**config.mk**
```make
export PLATFORM = sky130hd
export DESIGN_NAME = busca_instrucao
export DESIGN_NICKNAME = d
export VERILOG_FILES = /design/src/rtl/busca_instrucao.sv
export SDC_FILE = /design/constraint.sdc
export NUM_CORES = 1
export LEC_CHECK = 0
export CELL_PAD_IN_SITES_DETAIL_PLACEMENT = 0
export CELL_PAD_IN_SITES_GLOBAL_PLACEMENT = 2
export CORE_UTILIZATION = 24
export DETAILED_ROUTE_END_ITERATION = 8
export PLACE_DENSITY = 0.82
export SLEW_MARGIN = 25
export SYNTH_ARGS = -nofsm -noshare
export SYNTH_HDL_FRONTEND = slang
export SYNTH_SLANG_ARGS = --single-unit
```
**constraint.sdc**
```tcl
create_clock -name clk -period 2.2 [get_ports clk]
set_input_delay 0.44 -clock clk [delete_from_list [all_inputs] [get_ports clk]]
set_output_delay 0.44 -clock clk [all_outputs]
set_load 0.05 [all_outputs]
```
**src/rtl/busca_instrucao.sv**
```systemverilog
// rtl/busca_instrucao.sv - instruction fetch unit: PC, IR and BUSCA/ESPERA/DECODIFICA fetch FSM
module busca_instrucao #(
  parameter int PC_W     = 8,
  parameter int RESET_PC = 0
) (
  input  logic            clk,
  input  logic            rst_n,
  input  logic            EscCP,
  input  logic            EscCondCP,
  input  logic [1:0]      FonteCP,
  input  logic            EscIR,
  input  logic [PC_W-1:0] ula_result,
  input  logic            ula_zero,
  input  logic [15:0]     mem_data,
  input  logic            mem_ack,
  output logic            mem_req,
  output logic [PC_W-1:0] mem_addr,
  output logic [3:0]      opcode,
  output logic [3:0]      rd,
  output logic [3:0]      rs,
  output logic [3:0]      imm,
  output logic [PC_W-1:0] pc,
  output logic            instr_valid
);

  localparam logic [1:0] BUSCA      = 2'd0;
  localparam logic [1:0] ESPERA     = 2'd1;
  localparam logic [1:0] DECODIFICA = 2'd2;

  logic [1:0]       state;
  logic             started;
  logic [15:0]      ir;
  logic             pc_we;
  logic [PC_W-1:0]  pc_next;
  logic [PC_W+7:0]  ir_ext;

  assign ir_ext = {{PC_W{1'b0}}, ir[7:0]};
  assign pc_we  = (state == DECODIFICA) && (EscCP || (EscCondCP && ula_zero));

  always_comb begin
    pc_next = pc;
    case (FonteCP)
      2'b00:   pc_next = pc + PC_W'(1);
      2'b01:   pc_next = ula_result;
      2'b10:   pc_next = ir_ext[PC_W-1:0];
      default: pc_next = pc;
    endcase
  end

  // started holds BUSCA idle for the first edge after reset so mem_req stays low until then
  always_ff @(posedge clk or negedge rst_n) begin
    if (!rst_n) begin
      state       <= BUSCA;
      started     <= 1'b0;
      pc          <= PC_W'(RESET_PC);
      ir          <= 16'h0000;
      instr_valid <= 1'b0;
    end else begin
      started <= 1'b1;
      if (pc_we)
        pc <= pc_next;
      case (state)
        BUSCA: begin
          if (started)
            state <= ESPERA;
        end
        ESPERA: begin
          if (mem_ack) begin
            ir          <= mem_data;
            instr_valid <= 1'b1;
            state       <= DECODIFICA;
          end
        end
        DECODIFICA: begin
          if (EscIR) begin
            instr_valid <= 1'b0;
            state       <= BUSCA;
          end
        end
        default: state <= BUSCA;
      endcase
    end
  end

  assign mem_req  = started && ((state == BUSCA) || (state == ESPERA));
  assign mem_addr = pc;
  assign opcode   = ir[15:12];
  assign rd       = ir[11:8];
  assign rs       = ir[7:4];
  assign imm      = ir[3:0];

endmodule

```
==> results.cfg, run 1 <==
[setup_path]
max_stage_delay_ns = 0.82
timing.rr.end = mem_addr[5]$_DFFE_PN0P_
cp-start-kind = flip-flop
worst_r2r_path_depth = 5
setup.worst_path.class = flip-flop to output pin
reg2reg_from = state[0]$_DFFE_PN0P_
path_cells = nor2b_1 -> clkdlybuf4s50_1
regToRegSetupSlack_ns = 0.52
cp-end-kind = output pin
arrival_ns = 1.67
worstPathRequired_ns = 1.76
crit_fanout = 5
crit_slowest_cell = clkdlybuf4s50_1

[worst_hold_path]
hold-path-cell-count = 2
worstHoldStart = started$_DFF_PN0_
hold_class = flip-flop to flip-flop
min_to = state[0]$_DFFE_PN0P_

[place]
hpwlAfterDp_um = 2566
portBuffers = 66
place_congestion = 0.6794
placedCellCount = 259
placed_cell_area_sq_um = 2130

[layout]
area_growth_pct = 57.05
final_cells = 263
diodes = 0
fin_area_sq_um = 2201
nets = 229
drive_gt1_share_pct = 15.18
fillers = 536

[timing]
setup_violations = 0
max-slew-margin-rel_pct = 65.51
skew_ns = 0.005483
fmax_ghz = 0.4742
grt_setup_unrepaired = no
hold_viol_final = 0
finalMaxSlewViolations = 0
setup_tns_ns = 0
min_period_over_period_pct = 95.85
post-route-min-period_ns = 2.109
worst_pin_slew_ns = 0.5157

[routing]
wl_met1_um = 1556
wl_met3_um = 229
antenna_left = 0
dr.pass1.iters = 4
route.detailed.drc = 0
vias = 1191
highest_layer = met4
wirelength_um = 3483
first_iter_violations = 48
wl_met2_um = 1684
wire_per_inst_um = 13.24
via_per_inst = 4.529

[synth]
synth_top_family_by_area = multiplexers
synth_compound_area_share_pct = 11.79
synth.area.mux_share_pct = 13.57
mappedNetlistNets = 164
synth_adder_area_share_pct = 3.571
ys_seq_area_share_pct = 50.00
syn_area_sq_um = 1401
yosys.area_share.xor_xnor_pct = 0
ys_seq_elements = 28
avgSynthCellArea_sq_um = 11.03
yosys.area.top_type = dfrtp_1
yosys-top-cells-area = dfrtp_1, mux2_2, buf_4
yosys.area.top_type_share_pct = 50.00
ys_types = 27
synthCells = 127
yosys.area_share.simple_pct = 13.30
ys_warn_count = 0

[floorplanning]
fp.dieW_um = 78.41
die_h_um = 78.41
initial_utilization_pct = 25.14
core_sq_um = 5574
rows = 27
dieArea_sq_um = 6148
pin_count = 67

[power_and_ir_drop]
powerDensity_nw_per_um2 = 1517
power_mw = 3.340
peakVddDrop_uv = 993.4
p_leak_nw = 0.9103

[global_route]
grt_overflow = 0
grt_pass1_vias = 1210
grt_pass1_wl_um = 5699
grt_usage_pct = 11.92
antenna_found_initial = 0
grt_start_max_net_pins = 29

[run]
maxCapViolCount = 0

[clock_tree]
clk_latency_ns = 0.28
postCtsResizedCells = 0
cts.sink_count = 28
cts_root_buf = clkbuf_8
cts_max_level = 1
numCtsBuffers = 3
cts_tree = yes
clk_pin_slew_worst_paths_ns = 0.10
cts_buffer_depth = 2
cts_hold_buf = 0
post_cts_buffers = 0

[outcome]
status = completed
layer usage:
layer / GRT usage (%) / vias to the layer above
li1: - / 584
met5: 0 / -
met4: 1.296 / 0
met3: 4.535 / 2
met1: 14.74 / 563
met2: 20.26 / 42
state kept, by name (all words and copies together) (netlist names):
register     cells
state            2
instr_valid      1
ir              16
started          1
mem_addr         8
how the worst max path moves through the flow:
stage / cells after the start / from / end / slack [ns]
floorplan: 5 / mem_addr[0]$_DFFE_PN0P_ / mem_addr[6]$_DFFE_PN0P_ / 0.34
global placement: 6 / FonteCP[0] / mem_addr[5]$_DFFE_PN0P_ / -0.02
detailed placement: 6 / FonteCP[0] / mem_addr[5]$_DFFE_PN0P_ / -0.05
CTS: 2 / state[1]$_DFFE_PN0P_ / mem_req / 0.07
global route: 2 / state[1]$_DFFE_PN0P_ / mem_req / 0.04
finish: 2 / state[1]$_DFFE_PN0P_ / mem_req / 0.09
cell usage after synthesis:
cell	number
a211oi_1	1
a21o_1	1
a21oi_1	6
a221oi_1	4
a22oi_1	4
a31oi_1	3
and3_1	3
buf_2	2
buf_4	8
clkbuf_1	4
clkbuf_2	1
conb_1	1
dfrtp_1	28
ha_1	4
inv_1	4
mux2_2	16
mux2i_1	1
nand2_1	6
nand2b_1	1
nand3_1	8
nand4_1	3
nor2_1	5
nor2b_1	1
o21ai_0	2
o22a_1	3
or3_1	4
or4b_1	3
stage by stage:
| stage | utilization [%] | hold slack (ns) | worst slack [ns] |
|---|---|---|---|
| 2_1_floorplan | - | 0.1444 | 0.3382 |
| 3_3_place_gp | 38.20 | 0.4862 | -0.02480 |
| 3_5_place_dp | 38.20 | 0.4928 | -0.05232 |
| 4_1_cts | 39.48 | 0.5191 | 0.06752 |
| 5_1_grt | 39.48 | 0.5358 | 0.03568 |
| 6_report | 39.48 | 0.5168 | 0.09134 |
report_power, final:
group / switching [mW] / internal, mW / total, mW
Combinational: 1.24 / 0.727 / 1.97
Sequential: 0.219 / 0.736 / 0.956
Clock: 0.171 / 0.244 / 0.414
Total: 1.63 / 1.71 / 3.34
placed cells by master, fill, tap and decap left out, types with 2 or more instances in the layout:
cell,count
or4b_1,3
a221oi_1,4
clkbuf_8,3
mux2_2,16
inv_1,4
nand2_1,6
a21oi_1,6
a22oi_1,4
or3_1,4
clkdlybuf4s50_1,66
nand4_1,3
o22a_1,3
ha_1,4
and3_1,3
nor2_1,5
nand3_1,8
dfrtp_1,28
buf_4,9
a31oi_1,3
o21ai_0,2
logic make-up (layout without fill, tap and decap cells):
kind of cell / after synthesis / in the layout
adders and majority gates: 4 / 4
other: 1 / 1
DFF: 28 / 28
and+or+nand+nor: 34 / 34
muxes: 17 / 17
buffers and inverters: 19 / 83
AOI/OAI and AO/OA: 24 / 24
area by class of cell:
class                   instances  area (sq um)  area share (%)
clock buffers                   3         41.29           1.876
flip-flops and latches         28         700.7           31.84
well taps                      72         90.09           4.093
inverters                       4         15.01          0.6822
repair buffers                 75         728.2           33.09
multi-input cells              80         595.6           27.06
clock inverters                 1         30.03           1.364
worst max-delay path: cells and delay by family (launching register included):
family	cells	cell delay, ns
buf+inv	1	0.82
flops	1	0.44
simple gates	1	0.14
(Power assumes the default switching activity.)
==> run 2, diff against run 1 <==
--- a/config.mk
+++ b/config.mk
@@ -10,6 +10,7 @@
 export CORE_UTILIZATION = 24
 export DETAILED_ROUTE_END_ITERATION = 8
 export PLACE_DENSITY = 0.82
+export RECOVER_POWER = 50
 export SLEW_MARGIN = 25
 export SYNTH_ARGS = -nofsm -noshare
 export SYNTH_HDL_FRONTEND = slang
==> run 2 against run 1 <==
Die area did not move. Total power fell by 0.18%. Sequential share of layout area rose by 0.072 points. Global-route usage did not move. Flip-flop and latch count did not move. Count of clock-buffer cells in the layout did not move. Worst setup slack got worse by 0.0016 ns. Clock power barely moved. Critical path depth did not move. Maximum frequency barely moved. Sequential power barely moved. Largest power group unchanged. Highest routed layer unchanged.
==> results.cfg, run 2 (synthesis gave the netlist of run 1 again) <==
[layout]
fillers = 538
nets = 229
mostFrequentLayoutCells = clkdlybuf4s50_1, dfrtp_1, mux2_2, nand3_1, buf_4
area_growth_pct = 56.70
regMostFlops = ir
utilization_pct = 39.39
layout_commonest_cell = clkdlybuf4s50_1
diodes = 0
drive_gt1_share_pct = 15.18
largest_reg_flops = 16

[floorplanning]
dieArea_sq_um = 6148
fp.dieW_um = 78.41
rows = 27
pin_count = 67
initial_utilization_pct = 25.14
core_sq_um = 5574
die_h_um = 78.41

[routing]
via_per_inst = 4.525
wire_per_inst_um = 13.20
dr.pass1.iters = 3
route.detailed.drc = 0
vias = 1190
antenna_left = 0
first_iter_violations = 49
wirelength_um = 3472

[timing]
grt_setup_unrepaired = no
min_period_over_period_pct = 95.92
setup_violations = 0
fmax_ghz = 0.4739
finalMaxSlewViolations = 0
post-route-min-period_ns = 2.110
worst_pin_slew_ns = 0.7501
max-slew-margin-rel_pct = 50.00
skew_ns = 0.003548
hold_viol_final = 0

[clock_tree]
postCtsResizedCells = 0
cts_hold_buf = 0
numCtsBuffers = 3
cts_buffer_depth = 2
cts_max_level = 1
clk_pin_slew_worst_paths_ns = 0.10
cts.sink_count = 28
post_cts_buffers = 0
cts_root_buf = clkbuf_8
cts_tree = yes
clk_latency_ns = 0.27

[place]
portBuffers = 66
hpwlAfterDp_um = 2566
place_congestion = 0.6794

[global_route]
grt_pass1_vias = 1210
antenna_found_initial = 0
grt_usage_pct = 11.92
grt_start_max_net_pins = 29
grt_pass1_wl_um = 5699
grt_overflow = 0

[power_and_ir_drop]
power_mw = 3.334
peakVddDrop_uv = 992.4
swShare_pct = 48.89
p_leak_nw = 0.9097
p_sw_mw = 1.630
intPower_mw = 1.704
power_frac_clock_pct = 12.4
powerDensity_nw_per_um2 = 1518
p_seq_share_pct = 28.6
combPwrFrac_pct = 59.0

[setup_path]
cp-start-kind = flip-flop
arrival_ns = 1.67
setup.worst_path.class = flip-flop to output pin
cp-end-kind = output pin
worstPathRequired_ns = 1.76
crit_fanout = 5

[worst_hold_path]
hold_class = flip-flop to flip-flop

[outcome]
status = completed

[run]
maxCapViolCount = 0
[run 2: cell count changes in the layout (fill, tap and decap cells not counted)]
cell             change
dlygate4sd3_1        +2
buf_4                -2
clkdlybuf4s50_1      -2
clkbuf_2             +2
[run 2: layout make-up]
class                   instances  area [sq um]  share of cell area, %
repair buffers                 75         723.2                  32.93
flip-flops and latches         28         700.7                  31.91
multi-input cells              80         595.6                  27.12
well taps                      72         90.09                  4.103
clock buffers                   3         41.29                  1.880
clock inverters                 1         30.03                  1.368
inverters                       4         15.01                 0.6838
[run 2: worst paths after layout]
path,start,endpoint,slack (ns),cells after the start
setup / recovery,state[1]$_DFFE_PN0P_,mem_req,0.09,2
hold / removal,ir[9]$_DFFE_PN0P_,ir[9]$_DFFE_PN0P_,0.52,1
setup reg to reg,state[0]$_DFFE_PN0P_,mem_addr[5]$_DFFE_PN0P_,0.52,5
hold reg to reg,ir[9]$_DFFE_PN0P_,ir[9]$_DFFE_PN0P_,0.52,1
max in group asynchronous,rst_n,ir[4]$_DFFE_PN0P_,0.98,2
min in group asynchronous,rst_n,mem_addr[7]$_DFFE_PN0P_,0.75,2
[run 2: worst max-delay path, stage by stage (launching register included)]
cell and delay, ns:
dfrtp_1 0.44, nor2b_1 0.14, clkdlybuf4s50_1 0.82
[run 2: layer usage]
metal  wire (um)  track usage [%]
met5           0                0
met1        1575            14.74
met2        1661            20.26
met4          13            1.296
met3         221            4.535
[run 2: power groups by stage]
stage	sequential, mW	combinational (mW)	clock [mW]
final	0.955	1.97	0.412
after detailed placement	0.965	1.98	0
after global routing	0.998	2.06	0.448
after floorplan	1.67	0.616	0
after global placement	0.955	1.98	0
after CTS	0.955	1.99	0.430
[run 2: stage by stage]
step / worst slack [ns] / instance area, sq um / setup TNS, ns / hold slack, ns / cells
final: 0.08976 / 2196 / 0 / 0.5172 / 263
after global routing: 0.03568 / 2196 / 0 / 0.5358 / 263
after CTS: 0.06752 / 2201 / 0 / 0.5191 / 263
after detailed placement: -0.05232 / 2130 / -0.1284 / 0.4928 / 259
after global placement: -0.02480 / 2130 / -0.05551 / 0.4862 / 259
after floorplan: 0.3382 / 1401 / 0 / 0.1444 / 127
==> run 3, diff against run 2 <==
--- a/config.mk
+++ b/config.mk
@@ -5,6 +5,7 @@
 export SDC_FILE = /design/constraint.sdc
 export NUM_CORES = 1
 export LEC_CHECK = 0
+export CAP_MARGIN = 20
 export CELL_PAD_IN_SITES_DETAIL_PLACEMENT = 0
 export CELL_PAD_IN_SITES_GLOBAL_PLACEMENT = 2
 export CORE_UTILIZATION = 24
@@ -15,3 +16,4 @@
 export SYNTH_ARGS = -nofsm -noshare
 export SYNTH_HDL_FRONTEND = slang
 export SYNTH_SLANG_ARGS = --single-unit
+export TNS_END_PERCENT = 20
==> results of run 3 <==
Same layout as run 2: the final DEF is identical, and so are final timing and power.
==> RTL edit 1: new RTL, config.mk and constraints of run 3 <==
Reset style: synchronous (`rst_n`), changed in one clocked block.
--- a/src/rtl/busca_instrucao.sv
+++ b/src/rtl/busca_instrucao.sv
@@ -48,7 +48,7 @@
   end
 
   // started holds BUSCA idle for the first edge after reset so mem_req stays low until then
-  always_ff @(posedge clk or negedge rst_n) begin
+  always_ff @(posedge clk) begin
     if (!rst_n) begin
       state       <= BUSCA;
       started     <= 1'b0;
Function: differs if rst_n is asserted again (counterexample within 4 cycles, from zero or initial values and one cycle with rst_n low); with rst_n held inactive, the same outputs for 10 cycles.
==> RTL edit 1 against run 3 <==
  * Setup slack improved by 38 ps
  * Sequential cell count unchanged
  * Wire length increased by 7.4%
  * Final area decreased by 1.5%
  * Synthesized area decreased by 0.54%
  * Highest routed layer unchanged
  * Count of clock-buffer cells in the layout unchanged
  * Core utilization decreased by 0.37 points
Power is not compared: it rests on default switching activity, and its combinational part moved more than twofold at a synthesized area within 25%.
==> RTL edit 1: results (changes against run 3) <==
Place
  • Dpl ws: -83.4 ps (was -52.3 ps)
  • Placed inst area: 0.00209 sq mm (was 0.00213 sq mm)
  • GP Congestion: 0.785 (was 0.679)
  • DPL Wire Length: 2.79 mm (was 2.57 mm)

Final layout
  • Post-route insts no fill: 303 (was 263)
  • Final nets: 269 (was 229)
  • Area of the multi-input gates: 716 sq um (was 596 sq um)
  • Share of cells above drive strength 1: 0.0563 (was 0.152)
  • Filler instances: 606 (was 538)

Route
  • DR pass1 iterations: 4 (was 3)
  • Routed len/inst: 12.3 um (was 13.2 um)
  • Via count: 1351 (was 1190)
  • Met2 wire len: 1.83 mm (was 1.66 mm)
  • Iter 0 DRT Violations: 61 (was 49)
  • M1 wire length: 1.67 mm (was 1.58 mm)
  • WL met3: 208 um (was 221 um)

Timing
  • Fin crit share: 0.942 (was 0.959)
  • Clock skew: 2.50 ps (was 3.55 ps)
  • Slew HR: 0.242 (was 0.500)

Setup path
  • Worst reg2reg path depth: 3 (was 5)
  • R2r startpoint: state[0]$_SDFFE_PN0P_ (was state[0]$_DFFE_PN0P_)
  • Worst r2r dst: mem_addr[5]$_SDFFE_PN0P_ (was mem_addr[5]$_DFFE_PN0P_)
  • Crit path largest cell delay: 860 ps (was 820 ps)
  • CP Capture Point: mem_addr[3] (was mem_req)
  • Crit-path max FO: 9 (was 5)
  • R2r setup slk: 680 ps (was 520 ps)
  • Setup crit start: mem_addr[3]$_SDFFE_PN0P_ (was state[1]$_DFFE_PN0P_)
  • CP arrival: 1630 ps (was 1670 ps)

GRT
  • Met1 GRT Util: 0.155 (was 0.147)
  • Vias in the first global route: 1284 (was 1210)
  • GRT Util Overall: 0.127 (was 0.119)
  • Largest net degree at the start of global routing: 30 (was 29)
  • First-pass GRT wire length: 6.09 mm (was 5.70 mm)
  • M2 GR Usage: 0.216 (was 0.203)

Synthesis
  • Share of synthesized flip-flops with an asynchronous set or reset: 0 (was 1.00)
  • Ys flop type: dfxtp_1 (was dfrtp_1)
  • Mapped Nets: 209 (was 164)
  • Area contributors post-synth: dfxtp_1 40%, a21boi_0 11%, nand2_1 11%, buf_4 4.3%, ha_1 3.6% (was dfrtp_1 50%, mux2_2 13%, buf_4 4.3%, ha_1 3.6%, nand3_1 2.9%)
  • Yosys cell types: 35 (was 27)
  • Top cells by count, synth: 42 x nand2_1, 28 x dfxtp_1, 21 x a21boi_0 (was 28 x dfrtp_1, 16 x mux2_2, 8 x buf_4, 8 x nand3_1)
  • Avg Inst Size Synth: 8.10 sq um (was 11.0 sq um)

Status
  • Status: finished, final reports clean (unchanged)

CTS
  • Setup Fix Bufs, Post-CTS: 0 (unchanged)
RTL edit 1: cell count changes after synthesis, moves of 6 or more:
cell	before	now
dfxtp_1	0	28
a21boi_0	0	21
mux2_2	16	0
dfrtp_1	28	0
o21ai_0	2	8
nand2_1	6	42
RTL edit 1: cells by family after synthesis:
family,count (synthesis),synth area share
adders and majority gates,4,0.0359
and+or+nand+nor,65,0.205
DFF,28,0.402
muxes,1,0.00718
buffers and inverters,22,0.0844
AOI/OAI and AO/OA,52,0.266
RTL edit 1: cell type report:
type / count / share of cell area
Multi-Input combinational cell: 122 / 0.331
Timing Repair Buffer: 73 / 0.328
Sequential cell: 28 / 0.259
Tap cell: 72 / 0.0417
Clock buffer: 3 / 0.0191
Clock inverter: 1 / 0.0139
Inverter: 4 / 0.00694
RTL edit 1: worst min-delay path by stage:
stage | startpoint | end | slack, ps | cells past startpoint
detailed placement | ir[15]$_SDFFE_PN0P_ | ir[15]$_SDFFE_PN0P_ | 460 | 2
global placement | ir[14]$_SDFFE_PN0P_ | ir[14]$_SDFFE_PN0P_ | 460 | 2
global route | ir[12]$_SDFFE_PN0P_ | ir[12]$_SDFFE_PN0P_ | 500 | 2
finish | ir[15]$_SDFFE_PN0P_ | ir[15]$_SDFFE_PN0P_ | 470 | 2
CTS | ir[15]$_SDFFE_PN0P_ | ir[15]$_SDFFE_PN0P_ | 470 | 2
floorplan | state[1]$_SDFFE_PN0P_ | state[0]$_SDFFE_PN0P_ | 470 | 1
RTL edit 1: where the power goes:
| part | leakage (nW) | internal (mW) | switching [mW] |
|---|---|---|---|
| Clock | 0.0357 | 0.244 | 0.173 |
| Sequential | 0.227 | 0.523 | 0.0123 |
| Combinational | 0.537 | 0.112 | 0.126 |
==> RTL edit 2: new RTL, config.mk and constraints of run 3 <==
Without the edit above. The parameter `PC_W` goes from 8 to 9.
--- a/src/rtl/busca_instrucao.sv
+++ b/src/rtl/busca_instrucao.sv
@@ -1,6 +1,6 @@
 // rtl/busca_instrucao.sv - instruction fetch unit: PC, IR and BUSCA/ESPERA/DECODIFICA fetch FSM
 module busca_instrucao #(
-  parameter int PC_W     = 8,
+  parameter int PC_W     = 9,
   parameter int RESET_PC = 0
 ) (
   input  logic            clk,
Ports: changed (resized mem_addr, pc and ula_result); port bits go from 67 to 70. No check against the original RTL was run, so the function may have changed too.
==> RTL edit 2 against run 3 <==
  * Clock power decreased by 4%
  * Setup slack gained 34 ps
  * Power fell by 7.9%
  * Synthesized cell count is 10% higher
  * Wire length grew 4.6%
  * Synthesized area grew 6.5%
  * Via count is 9.2% higher
  * Sequential cell count up 1
  * Final area is 6.0% higher
==> RTL edit 2: results (changes against run 3) <==
CTS
  • Clk slew on worst S/H paths: 60 ps (was 100 ps)
  • H-tree depth: 2 (was 1)
  • CTS Buf Count: 5 (was 3)
  • Worst-Skew Late Latency: 270 ps (about the same)
  • CTS root buffer: clkbuf_8 (unchanged)

Setup path
  • Crit path largest cell delay: 450 ps (was 820 ps)
  • CP arrival: 2240 ps (was 1670 ps)
  • R2r setup slk: 480 ps (was 520 ps)
  • Crit-path max FO: 7 (was 5)
  • Crit-path leading delay family: simple AND/OR/NAND/NOR gates (was buffers and inverters)

Synthesis
  • Sequential-to-total area share from yosys stat: 0.486 (was 0.500)
  • Avg Inst Size Synth: 10.7 sq um (was 11.0 sq um)
  • Share of synthesized flip-flops with an asynchronous set or reset: 1.00 (unchanged)
  • Yosys cell types: 36 (was 27)
  • Top cells by count, synth: 29 x dfrtp_1, 16 x mux2_2, 11 x nor2_1 (was 28 x dfrtp_1, 16 x mux2_2, 8 x buf_4, 8 x nand3_1)
  • Mapped Nets: 178 (was 164)
  • Area contributors post-synth: dfrtp_1 49%, mux2_2 12%, buf_4 4.5%, ha_1 3.4%, a221oi_1 2.9% (was dfrtp_1 50%, mux2_2 13%, buf_4 4.3%, ha_1 3.6%, nand3_1 2.9%)

Timing
  • Hold WS: 507 ps (was 517 ps)
  • Slew @ Worst Pin: 735 ps (was 750 ps)
  • Clock skew: 4.09 ps (was 3.55 ps)
  • Post-layout min period: 2080 ps (was 2110 ps)

Power
  • Net Sw Frac: 0.480 (was 0.489)
  • Clock share of power: 0.129 (was 0.124)
  • Leakage: 0.965 nW (was 0.910 nW)
  • VDD IR max: 0.658 mV (was 0.992 mV)
  • Power share of the combinational group: 0.569 (was 0.590)
  • Clock group: 0.397 mW (was 0.412 mW)

Place
  • Port Buffers: 69 (was 66)
  • Placed inst area: 0.00224 sq mm (was 0.00213 sq mm)
  • DPL Wire Length: 2.78 mm (was 2.57 mm)
  • Dpl ws: -235 ps (was -52.3 ps)
  • GP Congestion: 0.728 (was 0.679)
  • Post-placement cell count: 277 (was 259)

Final layout
  • Post-route insts no fill: 283 (was 263)
  • Ant diodes: 0 (unchanged)
  • Share of cells above drive strength 1: 0.163 (was 0.152)
  • Final nets: 247 (was 229)

GRT
  • Vias in the first global route: 1309 (was 1210)
  • Largest net degree at the start of global routing: 30 (was 29)
  • First-pass GRT wire length: 6.18 mm (was 5.70 mm)
  • GRT Util Overall: 0.126 (was 0.119)

Route
  • Final WL: 3.63 mm (was 3.47 mm)
  • Via density: 4.59 (was 4.52)
  • DR pass1 iterations: 4 (was 3)
  • Iter 0 DRT Violations: 23 (was 49)

Status
  • Status: finished, final reports clean (unchanged)
==> RTL edit 2: per-layer routing <==
metal  share of wire  vias up  global-route usage
met5               0        -                   0
met4           0.021        0              0.0429
met3           0.083        8              0.0506
met2            0.46       47               0.203
met1            0.43      610               0.152
li1                -      635                   -
==> RTL edit 2: timing repair <==
item	CTS	global route
hold buffers	0	0
endpoints found under the setup margin	0	5
resized for setup	0	3
==> RTL edit 2: cell type report <==
type	count	area, sq um
flip-flops and latches	29	726
well taps	75	93.8
multi-input cells	93	681
fillers	598	3630
clock buffers	5	68.8
inverters	3	11.3
clock inverters	1	5.00
repair buffers	77	742
==> RTL edit 2: path summary, 6_finish.rpt <==
check                                     start                       to  depth (start not counted)
max                                  FonteCP[0]  mem_addr[2]$_DFFE_PN0P_                          6
min                          ir[10]$_DFFE_PN0P_       ir[10]$_DFFE_PN0P_                          1
max reg2reg                state[0]$_DFFE_PN0P_  mem_addr[2]$_DFFE_PN0P_                          4
min reg2reg                  ir[10]$_DFFE_PN0P_       ir[10]$_DFFE_PN0P_                          1
max in group asynchronous                 rst_n       ir[10]$_DFFE_PN0P_                          2
min in group asynchronous                 rst_n  mem_addr[1]$_DFFE_PN0P_                          2
==> RTL edit 2: logic make-up (layout without fill, tap and decap cells) <==
group                    Yosys count  count (layout)  share of synthesized area
AO/OA/AOI/OAI                     25              25                      0.117
adder cells (fa/ha/maj)            4               4                     0.0335
buffers and inverters             18              86                     0.0696
flip-flops                        29              29                      0.486
multiplexers                      17              17                      0.127
other                              1               1                    0.00251
AND/OR/NAND/NOR                   46              46                      0.164
==> RTL edit 2: worst reg2reg max path, cell delays in order (launching register included) <==
cell	delay, ps
dfrtp_1	430
or3b_1	410
or3_4	390
a221o_1	270
o211a_1	100
